[src/rtl/lru_array.sv]
// Per-set pseudo-LRU word storage for the 4-way cache: one LRU_W-bit word per set,
// cleared by a one-set-per-cycle sweep after reset, read with one cycle of latency.
module lru_array #(
  parameter int                SET_IDX_W = 4,
  parameter int                LRU_W     = 3,
  parameter logic [LRU_W-1:0]  INIT_VAL  = '0
) (
  input  logic                 clk,
  input  logic                 rst,
  output logic                 ready,
  input  logic                 rd_en,
  input  logic [SET_IDX_W-1:0] rd_set,
  output logic                 rvalid,
  output logic [LRU_W-1:0]     rdata,
  input  logic                 wr_en,
  input  logic [SET_IDX_W-1:0] wr_set,
  input  logic [LRU_W-1:0]     wr_data,
  output logic                 dbg_state
);

  localparam int                   NUM_SETS = 1 << SET_IDX_W;
  localparam logic [SET_IDX_W-1:0] LAST_SET = SET_IDX_W'(NUM_SETS - 1);

  typedef enum logic {
    ST_INIT  = 1'b0,
    ST_READY = 1'b1
  } state_t;

  state_t               state;
  state_t               state_next;
  logic [SET_IDX_W-1:0] sweep_cnt;
  logic [LRU_W-1:0]     mem [NUM_SETS];

  always_ff @(posedge clk) begin
    if (rst) state <= ST_INIT;
    else     state <= state_next;
  end

  always_comb begin
    state_next = state;
    case (state)
      ST_INIT:  if (sweep_cnt == LAST_SET) state_next = ST_READY;
      ST_READY: state_next = ST_READY;
      default:  state_next = ST_INIT;
    endcase
  end

  // Terminal compare: the counter parks on the last set instead of wrapping.
  always_ff @(posedge clk) begin
    if (rst)                                        sweep_cnt <= '0;
    else if (state == ST_INIT && sweep_cnt != LAST_SET) sweep_cnt <= sweep_cnt + 1'b1;
  end

  always_ff @(posedge clk) begin
    if (!rst) begin
      if (state == ST_INIT) mem[sweep_cnt] <= INIT_VAL;
      else if (wr_en)       mem[wr_set]    <= wr_data;
    end
  end

  // Write-first bypass: a same-edge write to the set being read wins.
  always_ff @(posedge clk) begin
    if (rst) begin
      rvalid <= 1'b0;
      rdata  <= '0;
    end else if (state == ST_READY && rd_en) begin
      rvalid <= 1'b1;
      rdata  <= (wr_en && wr_set == rd_set) ? wr_data : mem[rd_set];
    end else begin
      rvalid <= 1'b0;
    end
  end

  assign ready     = (state == ST_READY);
  assign dbg_state = state;

endmodule
[config.mk]
export PLATFORM = sky130hd
export DESIGN_NAME = lru_array
export DESIGN_NICKNAME = d
export VERILOG_FILES = /design/src/rtl/lru_array.sv
export SDC_FILE = /design/constraint.sdc
export NUM_CORES = 1
export LEC_CHECK = 0
export BUFFER_PORTS_ARGS = -buffer_cell sky130_fd_sc_hd__buf_2
export CORE_ASPECT_RATIO = 0.75
export CORE_UTILIZATION = 41
export CTS_CLUSTER_SIZE = 25
export DETAILED_ROUTE_END_ITERATION = 8
export GPL_ROUTABILITY_DRIVEN = 1
export HOLD_SLACK_MARGIN = 0.06
export MAX_ROUTING_LAYER = met4
export SYNTH_ARGS = -nofsm -noshare
export SYNTH_HDL_FRONTEND = slang
export SYNTH_SLANG_ARGS = --single-unit
[constraint.sdc]
create_clock -name clk -period 1.9 [get_ports clk]
set_clock_uncertainty 0.05 [all_clocks]
set_input_delay 0.38 -clock clk [delete_from_list [all_inputs] [get_ports clk]]
set_output_delay 0.38 -clock clk [all_outputs]
set_load 0.1 [all_outputs]
==> results of run 1 <==
==> cells in the final DEF, fill, tap and decap left out, drive strengths merged, types with 6 or more instances in the layout <==
cell / n
buf: 37
clkbuf: 10
nand3: 11
mux4: 12
inv: 6
nor2: 28
nand2: 10
dfxtp: 9
a31oi: 6
edfxtp: 48
==> flip-flops by register name, indices dropped and copies added, names as in the netlist <==
register	cells
rvalid	1
rdata	3
dbg_state	1
sweep_cnt	4
mem	48
==> kinds of logic after synthesis <==
| kind of cell | after synthesis | share of synthesized area |
|---|---|---|
| compound gates | 23 | 0.0665 |
| xor+xnor | 5 | 0.0169 |
| fa+ha+maj | 1 | 0.00482 |
| buf+inv | 15 | 0.0352 |
| flops | 57 | 0.625 |
| mux | 17 | 0.124 |
| simple gates | 70 | 0.128 |
==> stage by stage <==
step	utilization	hold WS (ns)	TNS [ns]	instances	setup slack, ns
global route	0.520	0.291	-0.0277	309	-0.00924
floorplan	-	0.504	0	188	0.148
detailed placement	0.486	0.441	-3.26	293	-0.115
global placement	0.486	0.436	-3.52	293	-0.158
CTS	0.519	0.275	0	309	0.0800
finish	0.520	0.291	0	309	0.0787
==> worst paths after layout <==
path,start,endpoint,slack [ns],cells after the start
worst max-delay path,dbg_state,mem[2][2],0.08,4
worst min-delay path,wr_data[1],rdata[1],0.29,3
worst max register to register,dbg_state,mem[2][2],0.08,4
worst min register to register,rdata[1],rdata[1],0.44,2
==> worst min-delay path, cell delays in order <==
cell and delay, ns:
sky130_fd_sc_hd__buf_2 0.11, sky130_fd_sc_hd__nand3_1 0.06, sky130_fd_sc_hd__a311oi_1 0.08
==> area by class of cell <==
| class | count | area (um2) | area share |
|---|---|---|---|
| Inverter | 5 | 18.8 | 0.00608 |
| Clock inverter | 6 | 67.6 | 0.0219 |
| Tap cell | 78 | 97.6 | 0.0316 |
| Multi-Input combinational cell | 116 | 887 | 0.287 |
| Timing Repair Buffer | 37 | 265 | 0.0859 |
| Clock buffer | 10 | 128 | 0.0413 |
| Sequential cell | 57 | 1630 | 0.526 |
==> power by group through the flow <==
stage	clock network, uW	logic, uW	registers (uW)
2_1_floorplan	0	117	1390
3_5_place_dp	0	183	1390
3_3_place_gp	0	183	1390
4_1_cts	1130	184	1370
6_report	1110	186	1370
5_1_grt	1180	205	1370
==> layer usage <==
| metal | global-route usage | up-vias | share of wire | routed length [um] |
|---|---|---|---|---|
| met5 | - | - | 0 | 0 |
| met4 | 0.0615 | 0 | 0.013 | 70 |
| met3 | 0.0613 | 7 | 0.071 | 377 |
| met2 | 0.246 | 52 | 0.41 | 2190 |
| met1 | 0.272 | 792 | 0.50 | 2680 |
| li1 | - | 793 | - | - |
==> repair_timing <==
action / 4_1_cts / 5_1_grt
setup buffers: 0 / 0
gates resized for setup: 0 / 2
endpoints found under the setup margin: 0 / 3
==> flow_summary.rst, run 1 <==
.. list-table::
   :header-rows: 1

   * - Metric
     - Value
   * - Result of the run
     - complete, no violations
   * - Worst-skew pair later-pin latency
     - 0.33 ns
   * - Critical path buffer and inverter count
     - 0
   * - Post-route standard cell area excluding fillers
     - 0.00309 mm2
   * - Number of pins exceeding their max-slew limit in the final report
     - 0
   * - Filler cell count
     - 520
   * - Nets
     - 242
   * - Area of placed instances
     - 0.00289 mm2
   * - Vias in the first global route
     - 1691
   * - # setup viols final
     - 0
   * - Core area
     - 0.00595 mm2
   * - Hold bufs inserted after CTS
     - 0
   * - Iteration-0 DRC count of the detailed router
     - 142
   * - Count of state elements after synthesis
     - 57
   * - Area contributors post-synth
     - sky130_fd_sc_hd__edfxtp_1, sky130_fd_sc_hd__mux4_2, sky130_fd_sc_hd__dfxtp_1, sky130_fd_sc_hd__nor2_1, sky130_fd_sc_hd__nand3_1
   * - Part of the total power dissipated in sequential elements
     - 0.513
   * - Sequential fraction of the synthesis area
     - 0.625
   * - Max Fanout on Critical Path
     - 10
   * - Area of the mapped netlist
     - 0.00259 mm2
   * - Actual slew at the worst max-slew pin
     - 0.633 ns
   * - Kind of launch point of the worst setup path
     - flip-flop
   * - Maximum root-to-sink buffer count
     - 2
   * - Post-synthesis cell count
     - 188
   * - Maximum Capacitance Violations
     - 0
   * - CTS tree
     - done
   * - Number of rows in the core area
     - 24
   * - Worst EP required
     - 1.91 ns
   * - Switching Power
     - 617 uW
   * - Area added between synthesis and finish
     - 19.0%
   * - Critical path type
     - reg2reg
   * - Setup repair after global routing missed its margin
     - true
   * - Sum of net half-perimeters after detailed placement
     - 3770 um
   * - Cts bufs inserted
     - 9
   * - Total detailed-routing wirelength
     - 5320 um
   * - Global-route wire length before repair
     - 8710 um
   * - Vias per cell
     - 5.32
   * - Logic gate share of total power
     - 0.070
   * - Worst slew margin
     - 0.576
   * - LEAKAGE
     - 0.00116 uW
   * - Clock power share
     - 0.417
   * - Yosys top cell area share
     - 0.555
   * - I/O pin cnt
     - 21
   * - Number of clock sinks
     - 57
   * - Final hold violation count
     - 0
   * - Library cell contributing the largest single delay on the critical path
     - sky130_fd_sc_hd__a31oi_1
   * - Overall via count from detail_route
     - 1644
   * - Cell taking the most area after synthesis
     - sky130_fd_sc_hd__edfxtp_1
   * - All-layer global routing usage
     - 0.187
   * - Die Ht
     - 70.9 um
   * - Share of layout cells above drive strength 1
     - 0.299
   * - Synth warnings
     - 0
   * - Critical Path End Type
     - flip-flop
   * - Fraction of registers with async set/reset
     - 0
   * - Maximum clock rate
     - 0.549 GHz
   * - Residual DRC count
     - 0
   * - Initial core utilization
     - 0.436
   * - Number of iterations in the first detailed-routing pass
     - 4
   * - Count of flip-flops with a built-in enable after synthesis
     - 48
   * - Classification of the worst-slack hold path
     - in2reg
   * - Die footprint
     - 0.00665 mm2
   * - Switching part of the total
     - 0.232
   * - CP arrival
     - 1.83 ns
   * - IR drop worst, VDD
     - 0.609 mV
   * - Kind of cell adding the most delay to the critical path
     - simple AND/OR/NAND/NOR gates
   * - H-tree lvl count
     - 3
   * - Final critical-path required period
     - 1.82 ns
   * - Final routed wire length divided by cell count
     - 17.2 um
   * - Ranking of synthesized cells by instance count
     - sky130_fd_sc_hd__edfxtp_1, sky130_fd_sc_hd__nor2_1, sky130_fd_sc_hd__mux4_2
   * - Post-layout total power
     - 2660 uW
   * - Clock slew at reported path FFs
     - 0.07 ns
   * - Netlist cell types
     - 36
   * - CP peak stage delay
     - 0.50 ns
   * - Pint
     - 2050 uW
   * - Antenna violations before repair
     - 0
   * - Period Utilization, post-route
     - 0.959
   * - Areal power density over the cells
     - 862 mW/mm2
   * - Pin count of the biggest net entering global routing
     - 17
   * - Mean area per synthesized cell
     - 13.8 um2
   * - Worst path cell trace
     - and3b_1 > nor3b_1 > a31oi_1 > nor2_1
   * - Root buf cell
     - sky130_fd_sc_hd__clkbuf_8
   * - Global-route congestion overflow total
     - 0
   * - Count of port buffers added during placement
     - 20
   * - N_diodes
     - 0
   * - Weighted congestion reported at the end of routability-driven placement
     - 0.778
   * - Post-DRT Antenna Nets
     - 0
   * - Number of nets in the synthesized netlist
     - 204
   * - Synth Flop Type
     - sky130_fd_sc_hd__edfxtp_1
   * - Most used standard cell by instance count after synthesis
     - sky130_fd_sc_hd__edfxtp_1
   * - Horizontal die dimension
     - 93.9 um
Note: power is estimated with default switching activity, not from simulation.
==> run 2: changes to the inputs <==
--- a/config.mk
+++ b/config.mk
@@ -7,7 +7,7 @@
 export LEC_CHECK = 0
 export BUFFER_PORTS_ARGS = -buffer_cell sky130_fd_sc_hd__buf_2
 export CORE_ASPECT_RATIO = 0.75
-export CORE_UTILIZATION = 41
+export CORE_UTILIZATION = 25
 export CTS_CLUSTER_SIZE = 25
 export DETAILED_ROUTE_END_ITERATION = 8
 export GPL_ROUTABILITY_DRIVEN = 1
==> run 2 against run 1 <==
Compared with the run above:
- non-clock buffer count fell by 8
- global-route usage fell by 7.2 points
- design area rose by 2.6%
- count of clock-buffer cells in the layout fell by 1
- largest cell class unchanged
- setup slack improved by 0.036 ns
- final cell count rose by 15%
- first-iteration DRC count rose by 17%
- critical endpoint is now mem[14][1]
- largest power group is now the clock network
- via count fell by 1.2%
==> flow_summary.rst, run 2 (synthesis results as in run 1) <==
.. list-table::
   :header-rows: 1

   * - Metric
     - Value
   * - Max Fanout on Critical Path
     - 6 (was 10)
   * - H-tree lvl count
     - 3 (unchanged)
   * - Post-DRT Antenna Nets
     - 0 (unchanged)
   * - Die Ht
     - 90.2 um (was 70.9 um)
   * - Maximum clock rate
     - 0.560 GHz (was 0.549 GHz)
   * - Hold_ws
     - 0.314 ns (was 0.291 ns)
   * - Min-Delay Endpoint
     - rdata[0] (was rdata[1])
   * - Number of rows in the core area
     - 31 (was 24)
   * - Horizontal die dimension
     - 120 um (was 93.9 um)
   * - Worst path cell trace
     - and3b_2 > buf_4 > a31oi_1 > nor2_1 (was and3b_1 > nor3b_1 > a31oi_1 > nor2_1)
   * - Root buf cell
     - sky130_fd_sc_hd__clkbuf_16 (was sky130_fd_sc_hd__clkbuf_8)
   * - Area added between synthesis and finish
     - 22.2% (was 19.0%)
   * - Weighted congestion reported at the end of routability-driven placement
     - 0.816 (was 0.778)
   * - Reg2Reg Launch Point
     - dbg_state (unchanged)
   * - Actual slew at the worst max-slew pin
     - 0.622 ns (was 0.633 ns)
   * - I/O pin cnt
     - 21 (unchanged)
   * - Area of placed instances
     - 0.00286 mm2 (was 0.00289 mm2)
   * - Clock slew at reported path FFs
     - 0.05 ns (was 0.07 ns)
   * - IR drop worst, VDD
     - 0.467 mV (was 0.609 mV)
   * - Max FFs per register
     - 48 (unchanged)
   * - Launch instance of the worst min-delay path
     - wr_data[0] (was wr_data[1])
   * - Areal power density over the cells
     - 991 mW/mm2 (was 862 mW/mm2)
   * - CP arrival
     - 1.77 ns (was 1.83 ns)
   * - Count of port buffers added during placement
     - 20 (unchanged)
   * - Cts bufs inserted
     - 9 (unchanged)
   * - N_diodes
     - 0 (unchanged)
   * - Sum of net half-perimeters after detailed placement
     - 3990 um (was 3770 um)
   * - Iteration-0 DRC count of the detailed router
     - 166 (was 142)
   * - Commonest non-fill, non-tap cells in the layout
     - sky130_fd_sc_hd__edfxtp_1, sky130_fd_sc_hd__nor2_1, sky130_fd_sc_hd__buf_2, sky130_fd_sc_hd__mux4_2, sky130_fd_sc_hd__nand3_1 (was sky130_fd_sc_hd__edfxtp_1, sky130_fd_sc_hd__nor2_1, sky130_fd_sc_hd__buf_2, sky130_fd_sc_hd__buf_4, sky130_fd_sc_hd__mux4_2)
   * - Leading registers by flop count
     - mem x48, sweep_cnt x4, rdata x3 (unchanged)
   * - Hold Path Depth
     - 3 (unchanged)
   * - Critical Path End Type
     - flip-flop (unchanged)
   * - Number of placed instances with taps included
     - 339 (was 293)
   * - Most common cell after layout, fill and taps aside
     - sky130_fd_sc_hd__edfxtp_1 (unchanged)
   * - Final hold violation count
     - 0 (unchanged)
   * - Register-to-Register Path Depth
     - 4 (unchanged)
   * - Kind of launch point of the worst setup path
     - flip-flop (unchanged)
   * - Share of layout cells above drive strength 1
     - 0.278 (was 0.299)
   * - Register with the most flip-flops
     - mem (unchanged)
   * - Worst slew margin
     - 0.583 (was 0.576)
   * - Hold bufs inserted after CTS
     - 0 (unchanged)
   * - Global-route congestion overflow total
     - 0 (unchanged)
   * - Total detailed-routing wirelength
     - 5480 um (was 5320 um)
   * - End of the worst register-to-register path
     - mem[14][1] (was mem[2][2])
   * - Worst EP required
     - 1.89 ns (was 1.91 ns)
   * - Core area
     - 0.00985 mm2 (was 0.00595 mm2)
   * - Vias in the first global route
     - 1575 (was 1691)
   * - # setup viols final
     - 0 (unchanged)
   * - Critical path type
     - reg2reg (unchanged)
   * - Final core area utilization
     - 0.322 (was 0.520)
   * - Overall via count from detail_route
     - 1624 (was 1644)
   * - Period Utilization, post-route
     - 0.939 (was 0.959)
   * - Vias per cell
     - 4.57 (was 5.32)
   * - Worst reg2reg setup slack
     - 0.12 ns (was 0.08 ns)
   * - Setup repair after global routing missed its margin
     - false (was true)
   * - Number of clock sinks
     - 57 (unchanged)
   * - CP peak stage delay
     - 0.50 ns (about the same)
   * - Worst-skew pair later-pin latency
     - 0.33 ns (about the same)
   * - Pin count of the biggest net entering global routing
     - 17 (unchanged)
   * - All-layer global routing usage
     - 0.115 (was 0.187)
   * - Die footprint
     - 0.0108 mm2 (was 0.00665 mm2)
   * - Initial core utilization
     - 0.263 (was 0.436)
   * - Number of pins exceeding their max-slew limit in the final report
     - 0 (unchanged)
   * - Antenna violations before repair
     - 0 (unchanged)
   * - Nets
     - 234 (was 242)
   * - LEAKAGE
     - 0.00117 uW (was 0.00116 uW)
   * - Global-route wire length before repair
     - 8640 um (was 8710 um)
   * - Final critical-path required period
     - 1.78 ns (was 1.82 ns)
   * - Post-layout instance count excluding filler cells
     - 355 (was 309)
   * - Post-route standard cell area excluding fillers
     - 0.00317 mm2 (was 0.00309 mm2)
   * - Setup_tns
     - 0 ns (unchanged)
   * - Maximum Capacitance Violations
     - 0 (unchanged)
   * - Library cell contributing the largest single delay on the critical path
     - sky130_fd_sc_hd__a31oi_1 (unchanged)
   * - Final routed wire length divided by cell count
     - 15.4 um (was 17.2 um)
   * - Maximum root-to-sink buffer count
     - 2 (unchanged)
   * - Residual DRC count
     - 0 (unchanged)
   * - Number of iterations in the first detailed-routing pass
     - 4 (unchanged)
   * - Classification of the worst-slack hold path
     - in2reg (unchanged)
   * - Result of the run
     - complete, no violations (unchanged)
   * - CTS tree
     - done (unchanged)
run 2: cell count changes in the layout (fill, tap and decap cells not counted), moves of 2 or more:
| cell | change |
|---|---|
| sky130_fd_sc_hd__nor2_1 | +2 |
| sky130_fd_sc_hd__buf_12 | -3 |
| sky130_fd_sc_hd__clkinv_4 | +2 |
| sky130_fd_sc_hd__clkbuf_8 | -9 |
| sky130_fd_sc_hd__clkinvlp_4 | -2 |
| sky130_fd_sc_hd__clkbuf_16 | +9 |
| sky130_fd_sc_hd__nor2_2 | -2 |
| sky130_fd_sc_hd__buf_4 | -5 |
run 2: worst max-delay path by stage:
stage	start	to	cells after the start
after floorplan	dbg_state	mem[1][0]	6
after detailed placement	rst	mem[6][2]	6
after global routing	dbg_state	mem[3][1]	4
after CTS	dbg_state	mem[0][0]	4
final	dbg_state	mem[14][1]	4
after global placement	rd_set[0]	rdata[1]	7
run 2: layout make-up:
type	count	area, um2
multi-input cells	116	890
clock inverters	7	78.8
well taps	132	165
flip-flops and latches	57	1630
clock buffers	9	225
fillers	986	6680
repair buffers	29	168
inverters	5	18.8
run 2: stage by stage:
stage | setup slack [ns] | power (uW)
after floorplan | 0.148 | 1510
after global placement | -0.0696 | 1570
after detailed placement | -0.0792 | 1570
after CTS | 0.103 | 3170
after global routing | 0.0471 | 3250
final | 0.115 | 3140
run 2: worst max-delay path: cells and delay by family (launching register included):
family                 cells  cell delay (ns)
AOI/OAI and AO/OA          1             0.50
and+or+nand+nor            2             0.44
DFF                        1             0.34
buffers and inverters      1             0.17
run 2: what timing repair did:
action                     4_1_cts  5_1_grt
setup endpoints to repair        0       11
buffers inserted                 0        0
resized for setup                0        2
run 2: per-layer routing:
metal / track usage / routed length (um)
met2: 0.170 / 2540
met1: 0.144 / 2650
met4: 0.0469 / 48
met3: 0.0400 / 239
met5: - / 0
run 2: where the power goes:
group / switching (uW) / internal (uW) / total [uW]
clock: 569 / 1030 / 1590
combinational: 103 / 77.1 / 180
sequential: 13.5 / 1350 / 1370
==> run 3: changes to the inputs <==
--- a/config.mk
+++ b/config.mk
@@ -7,12 +7,14 @@
 export LEC_CHECK = 0
 export BUFFER_PORTS_ARGS = -buffer_cell sky130_fd_sc_hd__buf_2
 export CORE_ASPECT_RATIO = 0.75
-export CORE_UTILIZATION = 25
+export CORE_UTILIZATION = 59
 export CTS_CLUSTER_SIZE = 25
 export DETAILED_ROUTE_END_ITERATION = 8
 export GPL_ROUTABILITY_DRIVEN = 1
 export HOLD_SLACK_MARGIN = 0.06
 export MAX_ROUTING_LAYER = met4
+export PLACE_DENSITY = 0.79
+export SETUP_SLACK_MARGIN = 0.5
 export SYNTH_ARGS = -nofsm -noshare
 export SYNTH_HDL_FRONTEND = slang
 export SYNTH_SLANG_ARGS = --single-unit
==> constraint.sdc (replaced) <==
create_clock -name clk -period 1.9 [get_ports clk]
set_clock_uncertainty 0.05 [all_clocks]
set_input_delay 0.38 -clock clk [delete_from_list [all_inputs] [get_ports clk]]
set_output_delay 0.38 -clock clk [all_outputs]
set_load 0.005 [all_outputs]
==> run 3 against run 2 <==
Compared with the run above:
- sequential power barely moved
- sequential share of layout area down 5.8 points
- die area shrank 57%
- register-to-register slack worse by 0.04 ns
- critical path depth up 2
- critical path type unchanged
- largest cell class unchanged
- largest power group is now sequential cells
==> flow_summary.rst, run 3 (synthesis results as in run 1) <==
.. list-table::
   :header-rows: 1

   * - Metric
     - Value
   * - Maximum Capacitance Violations
     - 0 (unchanged)
   * - Leading registers by flop count
     - mem x48, sweep_cnt x4, rdata x3 (unchanged)
   * - Routed length on met3
     - 998 um (was 239 um)
   * - CTS tree
     - done (unchanged)
   * - Register-to-Register Path Depth
     - 6 (was 4)
   * - Switching Power
     - 733 uW (was 686 uW)
   * - Number of rows in the core area
     - 20 (was 31)
   * - H-tree lvl count
     - 3 (unchanged)
   * - Die footprint
     - 0.00467 mm2 (was 0.0108 mm2)
   * - Number of clock sinks
     - 57 (unchanged)
   * - CP arrival
     - 2.01 ns (was 1.77 ns)
   * - Number of iterations in the first detailed-routing pass
     - 5 (was 4)
   * - Launch instance of the worst min-delay path
     - wr_data[1] (was wr_data[0])
   * - Period Utilization, post-route
     - 0.961 (was 0.939)
   * - Root buf cell
     - sky130_fd_sc_hd__clkbuf_8 (was sky130_fd_sc_hd__clkbuf_16)
   * - Most common cell after layout, fill and taps aside
     - sky130_fd_sc_hd__edfxtp_1 (unchanged)
   * - Cts bufs inserted
     - 9 (unchanged)
   * - Commonest non-fill, non-tap cells in the layout
     - sky130_fd_sc_hd__edfxtp_1, sky130_fd_sc_hd__buf_2, sky130_fd_sc_hd__nor2_4, sky130_fd_sc_hd__mux4_2 (was sky130_fd_sc_hd__edfxtp_1, sky130_fd_sc_hd__nor2_1, sky130_fd_sc_hd__buf_2, sky130_fd_sc_hd__mux4_2, sky130_fd_sc_hd__nand3_1)
   * - Area added between synthesis and finish
     - 38.1% (was 22.2%)
   * - I/O pin cnt
     - 21 (unchanged)
   * - Reg2Reg Launch Point
     - dbg_state (unchanged)
   * - Nets
     - 253 (was 234)
   * - Logic gate share of total power
     - 0.120 (was 0.057)
   * - Critical Path End Type
     - flip-flop (unchanged)
   * - Worst EP required
     - 2.09 ns (was 1.89 ns)
   * - Maximum root-to-sink buffer count
     - 2 (unchanged)
   * - Setup repair after global routing missed its margin
     - true (was false)
   * - Worst reg2reg setup slack
     - 0.07 ns (was 0.12 ns)
   * - Maximum clock rate
     - 0.548 GHz (was 0.560 GHz)
   * - Final critical-path required period
     - 1.83 ns (was 1.78 ns)
   * - Clock slew at reported path FFs
     - 0.07 ns (was 0.05 ns)
   * - Iteration-0 DRC count of the detailed router
     - 304 (was 166)
   * - Sum of met2 wire segment lengths after detailed routing
     - 3840 um (was 2540 um)
   * - Fin worst setup slack
     - 0.0739 ns (was 0.115 ns)
   * - All-layer global routing usage
     - 0.379 (was 0.115)
   * - Weighted congestion reported at the end of routability-driven placement
     - 0.826 (was 0.816)
   * - Filler cell count
     - 170 (was 986)
   * - Switching part of the total
     - 0.268 (was 0.218)
   * - Result of the run
     - complete, no violations (unchanged)
   * - Areal power density over the cells
     - 764 mW/mm2 (was 991 mW/mm2)
   * - Worst-skew pair later-pin latency
     - 0.35 ns (was 0.33 ns)
   * - Overall via count from detail_route
     - 2108 (was 1624)
   * - Number of pins exceeding their max-slew limit in the final report
     - 0 (unchanged)
   * - Horizontal die dimension
     - 78.6 um (was 120 um)
   * - Clock power share
     - 0.378 (was 0.507)
   * - # setup viols final
     - 0 (unchanged)
   * - Antenna violations before repair
     - 0 (unchanged)
   * - Highest metal layer with signal wires
     - met4 (unchanged)
   * - Global-route congestion overflow total
     - 0 (unchanged)
   * - Sum of net half-perimeters after detailed placement
     - 3940 um (was 3990 um)
   * - Worst slack, placed
     - -0.0532 ns (was -0.0792 ns)
   * - Classification of the worst-slack hold path
     - in2reg (unchanged)
   * - Number of placed instances with taps included
     - 260 (was 339)
   * - Part of the total power dissipated in sequential elements
     - 0.502 (was 0.435)
   * - Pint
     - 2010 uW (was 2460 uW)
   * - Residual DRC count
     - 0 (unchanged)
   * - Final routed wire length divided by cell count
     - 28.2 um (was 15.4 um)
   * - Post-layout instance count excluding filler cells
     - 297 (was 355)
   * - Vias in the first global route
     - 1926 (was 1575)
   * - Min-Delay Endpoint
     - rdata[1] (was rdata[0])
   * - Vias per cell
     - 7.10 (was 4.57)
   * - Core area
     - 0.00413 mm2 (was 0.00985 mm2)
   * - Max Fanout on Critical Path
     - 5 (was 6)
   * - Share of layout cells above drive strength 1
     - 0.525 (was 0.278)
   * - IR drop worst, VDD
     - 0.842 mV (was 0.467 mV)
   * - Critical path type
     - reg2reg (unchanged)
   * - Global-route wire length before repair
     - 11300 um (was 8640 um)
   * - Final hold violation count
     - 0 (unchanged)
   * - Max FFs per register
     - 48 (unchanged)
   * - Initial core utilization
     - 0.628 (was 0.263)
   * - Total detailed-routing wirelength
     - 8390 um (was 5480 um)
   * - Count of port buffers added during placement
     - 20 (unchanged)
   * - Actual slew at the worst max-slew pin
     - 0.508 ns (was 0.622 ns)
   * - N_diodes
     - 0 (unchanged)
   * - End of the worst register-to-register path
     - rdata[1] (was mem[14][1])
   * - Pin count of the biggest net entering global routing
     - 16 (was 17)
   * - Kind of launch point of the worst setup path
     - flip-flop (unchanged)
   * - Met1 layer wirelength in the final routing
     - 3010 um (was 2650 um)
   * - Worst slew margin
     - 0.659 (was 0.583)
   * - LEAKAGE
     - 0.00127 uW (was 0.00117 uW)
   * - Hold Path Depth
     - 3 (unchanged)
   * - Register with the most flip-flops
     - mem (unchanged)
   * - Die Ht
     - 59.4 um (was 90.2 um)
   * - Final core area utilization
     - 0.868 (was 0.322)
   * - Post-DRT Antenna Nets
     - 0 (unchanged)
[run 3: worst max path at each step]
stage,endpoint,startpoint,cells after the start,slack (ns)
after floorplan,rdata[0],rd_set[0],7,0.24
after global placement,rdata[2],rd_set[0],6,-0.02
after detailed placement,rdata[2],rd_set[0],6,-0.05
after CTS,mem[8][2],dbg_state,5,0.21
after global routing,rdata[1],dbg_state,6,0.06
final,rdata[1],dbg_state,6,0.07
[run 3: metal layers]
layer	GRT usage	up-vias
met4	0.257	0
met2	0.542	217
met1	0.476	1016
met5	-	-
met3	0.106	52
li1	-	823
[run 3: cell type report]
type                       count  area (um2)  area share
timing repair buffer          45         405       0.113
clock inverter                 6        42.5      0.0119
inverter                       5        18.8     0.00524
clock buffer                  10         138      0.0384
tap                           55        68.8      0.0192
sequential                    57        1630       0.455
multi-input combinational    119        1280       0.358
[run 3: critical path, stage by stage (launching register included)]
cell                       delay [ns]
sky130_fd_sc_hd__dfxtp_4         0.38
sky130_fd_sc_hd__nand2_2         0.10
sky130_fd_sc_hd__buf_4           0.18
sky130_fd_sc_hd__o211a_1         0.15
sky130_fd_sc_hd__o211ai_1        0.37
sky130_fd_sc_hd__o21ai_1         0.14
sky130_fd_sc_hd__a311oi_1        0.33
[run 3: timing repair]
item	in CTS	in global routing
hold buffers	0	0
setup buffers	14	3
pin swaps	12	13
gates resized for setup	33	18
endpoints found under the setup margin	103	105
cloned	4	0
[run 3: power by group through the flow]
stage / clock network [uW] / registers, uW / logic [uW]
floorplan: 0 / 1400 / 158
global placement: 0 / 1400 / 214
detailed placement: 0 / 1400 / 220
CTS: 1010 / 1370 / 278
global route: 1090 / 1380 / 336
finish: 1040 / 1380 / 328
[run 3: per-stage QoR]
stage	hold WS [ns]	power (uW)	setup TNS, ns	area, um2
final	0.359	2740	0	3580
after CTS	0.312	2660	0	3480
after detailed placement	0.454	1620	-0.0688	2970
after floorplan	0.442	1550	0	2820
after global placement	0.444	1610	-0.0169	2970
after global routing	0.352	2800	0	3580
